===== src/rtl/red_barrett_pipe_if.sv =====
// Operand/result stream bundle for red_barrett_pipe: valid/ready on both sides plus sideband tag.
// Signal names keep the block's port naming; the slave modport is the multiplier's view.
interface red_barrett_pipe_if #(
  parameter int unsigned QW    = 23,
  parameter int unsigned TAG_W = 4
);
  logic             valid_i;
  logic             ready_o;
  logic [QW-1:0]    a_i;
  logic [QW-1:0]    b_i;
  logic [TAG_W-1:0] tag_i;
  logic             valid_o;
  logic             ready_i;
  logic [QW-1:0]    result_o;
  logic [TAG_W-1:0] tag_o;
  logic             busy_o;

  modport master (
    output valid_i, a_i, b_i, tag_i, ready_i,
    input  ready_o, valid_o, result_o, tag_o, busy_o
  );

  modport slave (
    input  valid_i, a_i, b_i, tag_i, ready_i,
    output ready_o, valid_o, result_o, tag_o, busy_o
  );
endinterface


===== src/rtl/red_barrett_pipe.sv =====
// Three-stage pipelined (a*b) mod Q via Barrett reduction with valid/ready handshake and tag.
// All stages advance together on en; a stalled output freezes the whole pipe, bubbles included.
module red_barrett_pipe #(
  parameter int unsigned QW    = 23,
  parameter int unsigned Q     = 8380417,
  parameter int unsigned K     = 46,
  parameter int unsigned M     = 8396807,
  parameter int unsigned TAG_W = 4
) (
  input logic               clk_i,
  input logic               rst_ni,
  red_barrett_pipe_if.slave bus
);

  localparam int unsigned XW = 2 * QW;
  localparam int unsigned PW = 3 * QW + 1;
  localparam int unsigned RW = QW + 2;
  localparam longint unsigned MExp = (64'd1 << K) / 64'(Q);
  localparam logic [RW-1:0] QR = RW'(Q);

  if (64'(M) != MExp || K != 2 * QW || TAG_W < 1) begin : g_param_chk
    $error("red_barrett_pipe: need M == floor(2^K/Q), K == 2*QW and TAG_W >= 1");
  end

  logic             en;
  logic             v1_q, v2_q, v3_q;
  logic [XW-1:0]    x1_q, x1_d;
  logic [TAG_W-1:0] tag1_q, tag2_q, tag3_q;
  logic [RW-1:0]    x2_q, x2_d;
  logic [QW:0]      t2_q, t2_d;
  logic [QW-1:0]    res_q, res_d;
  logic [RW-1:0]    tq, r0, r1;
  logic [RW:0]      d1, d2;
  logic             unused_hi;

  assign en          = !v3_q || bus.ready_i;
  assign bus.ready_o = en;
  assign bus.valid_o = v3_q;
  assign bus.result_o = res_q;
  assign bus.tag_o   = tag3_q;
  assign bus.busy_o  = v1_q || v2_q || v3_q;

  always_comb begin
    x1_d = XW'(bus.a_i) * XW'(bus.b_i);
    // Quotient estimate; t <= floor(x/Q) and x - t*Q < 3Q.
    t2_d = (QW + 1)'((PW'(x1_q) * PW'(M)) >> K);
    x2_d = RW'(x1_q);
    // Remainder only needs the low QW+2 bits since it is known to be below 3Q.
    tq = RW'(t2_q) * QR;
    r0 = x2_q - tq;
    d1 = {1'b0, r0} - {1'b0, QR};
    r1 = d1[RW] ? r0 : d1[RW-1:0];
    d2 = {1'b0, r1} - {1'b0, QR};
    res_d = d2[RW] ? r1[QW-1:0] : d2[QW-1:0];
  end

  assign unused_hi = ^{d2[RW-1:QW], r1[RW-1:QW]};

  always_ff @(posedge clk_i) begin
    if (!rst_ni) begin
      v1_q   <= 1'b0;
      v2_q   <= 1'b0;
      v3_q   <= 1'b0;
      x1_q   <= '0;
      x2_q   <= '0;
      t2_q   <= '0;
      res_q  <= '0;
      tag1_q <= '0;
      tag2_q <= '0;
      tag3_q <= '0;
    end else if (en) begin
      v1_q <= bus.valid_i;
      v2_q <= v1_q;
      v3_q <= v2_q;
      // Data registers load only behind a valid bit so outputs hold across bubbles.
      if (bus.valid_i) begin
        x1_q   <= x1_d;
        tag1_q <= bus.tag_i;
      end
      if (v1_q) begin
        x2_q   <= x2_d;
        t2_q   <= t2_d;
        tag2_q <= tag1_q;
      end
      if (v2_q) begin
        res_q  <= res_d;
        tag3_q <= tag2_q;
      end
    end
  end

endmodule


===== src/flat_wrapper.sv =====
// flat-port wrapper written by rule: the top's interface ports become plain ports
module red_barrett_pipe_flat 
#(
  parameter int unsigned QW    = 23,
  parameter int unsigned Q     = 8380417,
  parameter int unsigned K     = 46,
  parameter int unsigned M     = 8396807,
  parameter int unsigned TAG_W = 4
)
  (clk_i, rst_ni, bus_valid_i, bus_a_i, bus_b_i, bus_tag_i, bus_ready_i, bus_ready_o, bus_valid_o, bus_result_o, bus_tag_o, bus_busy_o);
  red_barrett_pipe_if #(.QW(QW), .TAG_W(TAG_W)) bus_i ();
  input logic clk_i;
  input logic rst_ni;
  input wire logic [$bits(bus_i.valid_i)-1:0] bus_valid_i;
  input wire logic [$bits(bus_i.a_i)-1:0] bus_a_i;
  input wire logic [$bits(bus_i.b_i)-1:0] bus_b_i;
  input wire logic [$bits(bus_i.tag_i)-1:0] bus_tag_i;
  input wire logic [$bits(bus_i.ready_i)-1:0] bus_ready_i;
  output wire logic [$bits(bus_i.ready_o)-1:0] bus_ready_o;
  output wire logic [$bits(bus_i.valid_o)-1:0] bus_valid_o;
  output wire logic [$bits(bus_i.result_o)-1:0] bus_result_o;
  output wire logic [$bits(bus_i.tag_o)-1:0] bus_tag_o;
  output wire logic [$bits(bus_i.busy_o)-1:0] bus_busy_o;
  assign bus_i.valid_i = bus_valid_i;
  assign bus_i.a_i = bus_a_i;
  assign bus_i.b_i = bus_b_i;
  assign bus_i.tag_i = bus_tag_i;
  assign bus_i.ready_i = bus_ready_i;
  assign bus_ready_o = bus_i.ready_o;
  assign bus_valid_o = bus_i.valid_o;
  assign bus_result_o = bus_i.result_o;
  assign bus_tag_o = bus_i.tag_o;
  assign bus_busy_o = bus_i.busy_o;
  red_barrett_pipe #(.QW(QW), .Q(Q), .K(K), .M(M), .TAG_W(TAG_W)) u_core (.clk_i(clk_i), .rst_ni(rst_ni), .bus(bus_i));
endmodule

===== config.mk =====
export PLATFORM = sky130hd
export DESIGN_NAME = red_barrett_pipe_flat
export DESIGN_NICKNAME = d
export VERILOG_FILES = /design/src/rtl/red_barrett_pipe_if.sv /design/src/rtl/red_barrett_pipe.sv /design/src/flat_wrapper.sv
export SDC_FILE = /design/constraint.sdc
export NUM_CORES = 2
export LEC_CHECK = 0
export BUFFER_PORTS_ARGS = -buffer_cell sky130_fd_sc_hd__buf_2
export CORE_ASPECT_RATIO = 1.1
export CORE_UTILIZATION = 60
export CTS_BUF_LIST = sky130_fd_sc_hd__clkbuf_4 sky130_fd_sc_hd__clkbuf_8 sky130_fd_sc_hd__clkbuf_16
export CTS_CLUSTER_DIAMETER = 120
export CTS_CLUSTER_SIZE = 14
export DETAILED_ROUTE_END_ITERATION = 8
export GPL_ROUTABILITY_DRIVEN = 0
export GPL_TIMING_DRIVEN = 0
export PLACE_DENSITY = 0.8
export SYNTH_ARGS = -nofsm -noshare
export SYNTH_HDL_FRONTEND = slang
export SYNTH_SLANG_ARGS = --single-unit

===== constraint.sdc =====
create_clock -name clk_i -period 7.65 [get_ports clk_i]
set_input_delay 0.765 -clock clk_i [delete_from_list [all_inputs] [get_ports clk_i]]
set_output_delay 0.765 -clock clk_i [all_outputs]
set_load 0.1 [all_outputs]

==> results.sh <==
export IMPL_critPathRequiredTime_ps=7970
export IMPL_slew_headroom_pct=15.7
export IMPL_antenna_found_initial=2
export IMPL_ff2ff_path_depth=27
export IMPL_port_buffers=82
export IMPL_drive_above_1_share_pct=9.13
export IMPL_cts_buffers=17
export IMPL_grt_overflow=0
export IMPL_hp_start="u_core.bus.result_o[0]"
export IMPL_viasPerCell=5.79
export IMPL_cts_sinks=133
export IMPL_worst_slack_ps=-47.0
export IMPL_worstHoldEndpoint="u_core.bus.result_o[0]"
export IMPL_hp_class="flop to flop"
export IMPL_clock_skew_ps=9.51
export IMPL_track_usage_pct=34.4
export IMPL_fmax_ghz=0.130
export IMPL_ys_seq_area_share_pct=7.99
export IMPL_r2r_end="u_core.bus.result_o[7]"
export IMPL_syn_area_um2=33300
export IMPL_wirelength_um=95500
export IMPL_coreArea_um2=54800
export IMPL_maxCapViolCount=0
export IMPL_first_global_vias=28410
export IMPL_arrival_ps=8020
export IMPL_syn_inst=3816
export IMPL_setup_tns_ps=-59.4
export IMPL_clk_pin_slew_ps=60
export IMPL_drc=0
export IMPL_cts_tree="built"
export IMPL_die_x_um=227
export IMPL_hold_path_depth=2
export IMPL_synth_top_cell_by_area="fa_1"
export IMPL_synth_main_ff_cell="dfxtp_1"
export IMPL_detail_route_iter0_violations=2036
export IMPL_dieArea_um2=56500
export IMPL_async_reset_ff_share_pct=0
export IMPL_most_common_layout_cells="inv_1 (758), nand2_1 (612), fa_1 (596), ha_1 (479), and2_1 (172)"
export IMPL_root_buffer="clkbuf_16"
export IMPL_synthTopCellsByArea="fa_1 (36%), ha_1 (18%), inv_1 (8.6%)"
export IMPL_reg2reg_slack_ps=-50
export IMPL_synth_nets=4960
export IMPL_critPathLaunchType="flop"
export IMPL_outcome="finished, violations left"
export IMPL_vias=27342
export IMPL_syn_area_per_cell_um2=8.73
export IMPL_synth_seq_cells=133
export IMPL_drt_first_pass_iters=7
export IMPL_cp_max_fo=7
export IMPL_fin_crit_ps=7700
export IMPL_dpl_hpwl_um=77000
export IMPL_ioPinCount=84
export IMPL_r2r_start="u_core.t2_q[3]"
export IMPL_grt_max_degree=17
export IMPL_synthDistinctLibCells=80
export IMPL_yosys_area_top_type_share_pct=36.1
export IMPL_seq_area_um2=2700
export IMPL_yosysWarnings=0
export IMPL_wire_per_inst_um=20.2
export IMPL_ctsHoldBuffers=0
export IMPL_nets=5116
export IMPL_cts_max_level=4
export IMPL_grt_pass1_wl_um=149000
export IMPL_layout_commonest_cell="inv_1"
export IMPL_cts_path_max_buffers=2
export IMPL_die_y_um=249
export IMPL_setup_violations=3
export IMPL_finalCritPeriodShare_pct=101
export IMPL_failed_checks="setup timing"
export IMPL_clock_latency_ps=460
export IMPL_crit_type="flop to flop"
export IMPL_multi_input_area_um2=27700
export IMPL_critPathLaunch="u_core.t2_q[3]"
export IMPL_fillers=4243
export IMPL_std_cell_rows=90
export IMPL_synth_edf_count=0
export IMPL_area_delta_synth_final_pct=10.3
export IMPL_ant_nets=0
export IMPL_worstMarginPinSlew_ps=1250
export IMPL_critPathCaptureType="flop"
export IMPL_initial_utilization_pct=60.8
export IMPL_hold_viol_final=0
export IMPL_maxSlewViolCount=0
state kept, by name (all words and copies together), names as in the netlist, 4 cells and up:
| register | cells |
|---|---|
| u_core.bus.tag_o | 4 |
| u_core.bus.result_o | 23 |
| u_core.tag2_q | 4 |
| u_core.t2_q | 24 |
| u_core.x1_q | 46 |
| u_core.x2_q | 25 |
| u_core.tag1_q | 4 |
layer usage:
layer / share of wire (%) / wire [µm] / track usage (%)
met1: 36 / 34100 / 39.4
met2: 47 / 45300 / 57.3
met4: 8.2 / 7790 / 24.3
met5: 0.012 / 11 / 0
met3: 8.7 / 8310 / 7.04
critical path, stage by stage, from the launching register on:
cell      delay, ps
dfxtp_4         380
inv_2            60
fa_1            500
buf_4           160
fa_2            560
fa_1            460
fa_1            510
fa_1            570
inv_1            60
fa_1            450
fa_1            500
inv_1            70
ha_4            250
and3_4          180
a311oi_2        380
o31ai_2         150
xnor2_2         170
and3_4          180
buf_8           130
or4_4           490
mux2i_4         190
nand2_2         130
nor4b_4         240
buf_6           170
a21oi_4          70
buf_4           170
nor4_4          250
o31ai_1         100
synth_stat cells, types with 4 or more instances:
cell type and number:
nor3_1 35, or4_1 8, ha_1 489, xor2_1 29
a21o_1 50, a22oi_1 4, o41ai_1 6, or3_1 13
mux2i_1 5, fa_1 601, o21bai_1 9, nor2b_1 16
nand3_1 57, o31ai_1 12, o211ai_1 13, o21a_1 22
a221o_1 4, a21oi_1 175, a21boi_0 4, and2_1 173
a211oi_1 19, inv_1 767, o22ai_1 4, xnor2_1 82
nor4_1 7, o31a_1 4, nor2_1 93, o21ai_0 73
and3_1 14, a31oi_1 18, nand4_1 14, a211o_1 10
dfxtp_1 133, nand2_1 614, clkbuf_1 146, or2_2 7
nand2b_1 17
layout make-up:
class,instances,area share (%)
Tap cell,736,2.50
Timing Repair Buffer,139,2.36
Inverter,767,7.85
Clock inverter,11,0.596
Multi-Input combinational cell,2762,75.4
Sequential cell,133,7.35
Clock buffer,21,1.29
Antenna cell,2,0.0136
Buffer,152,2.67
worst max-delay path by stage:
stage	end	slack [ps]	cells past startpoint
final	u_core.bus.result_o[7]	-50	27
after global routing	u_core.bus.result_o[7]	-170	26
after detailed placement	u_core.x1_q[44]	-1320	29
after CTS	u_core.bus.result_o[3]	2	25
after floorplan	u_core.bus.result_o[7]	10	27
after global placement	u_core.x1_q[45]	-1260	30
repair_timing:
action,4_1_cts,5_1_grt
cloned,0,1
setup endpoints to repair,35,30
pin swaps,21,53
setup buffers,15,41
resized for setup,172,188
cells by family (layout without fill, tap and decap cells):
family                     after synthesis  in the layout  share of synthesized area (%)
xor gates and xnor gates               112            112                           2.98
and+or+nand+nor                       1085           1085                           14.9
muxes                                    6              6                          0.184
DFF                                    133            133                           7.99
buffers and inverters                  921           1090                           10.4
AOI/OAI and AO/OA                      469            469                           9.05
adders and majority gates             1090           1090                           54.5
other                                    0              2                              0
per-stage QoR:
| step | hold slack, ps | util [%] | area (µm²) | setup WS (ps) | instances |
|---|---|---|---|---|---|
| floorplan | 432 | - | 33400 | 12.4 | 3816 |
| global placement | 430 | 63.3 | 34700 | -1260 | 4634 |
| detailed placement | 437 | 63.3 | 34700 | -1320 | 4634 |
| CTS | 451 | 65.7 | 36000 | 1.89 | 4681 |
| global route | 466 | 67.0 | 36800 | -167 | 4721 |
| finish | 443 | 67.0 | 36800 | -47.0 | 4723 |
Power is left out: the tool's default activity adds up to more than one toggle a clock period on the data nets, which glitch-free logic cannot reach.
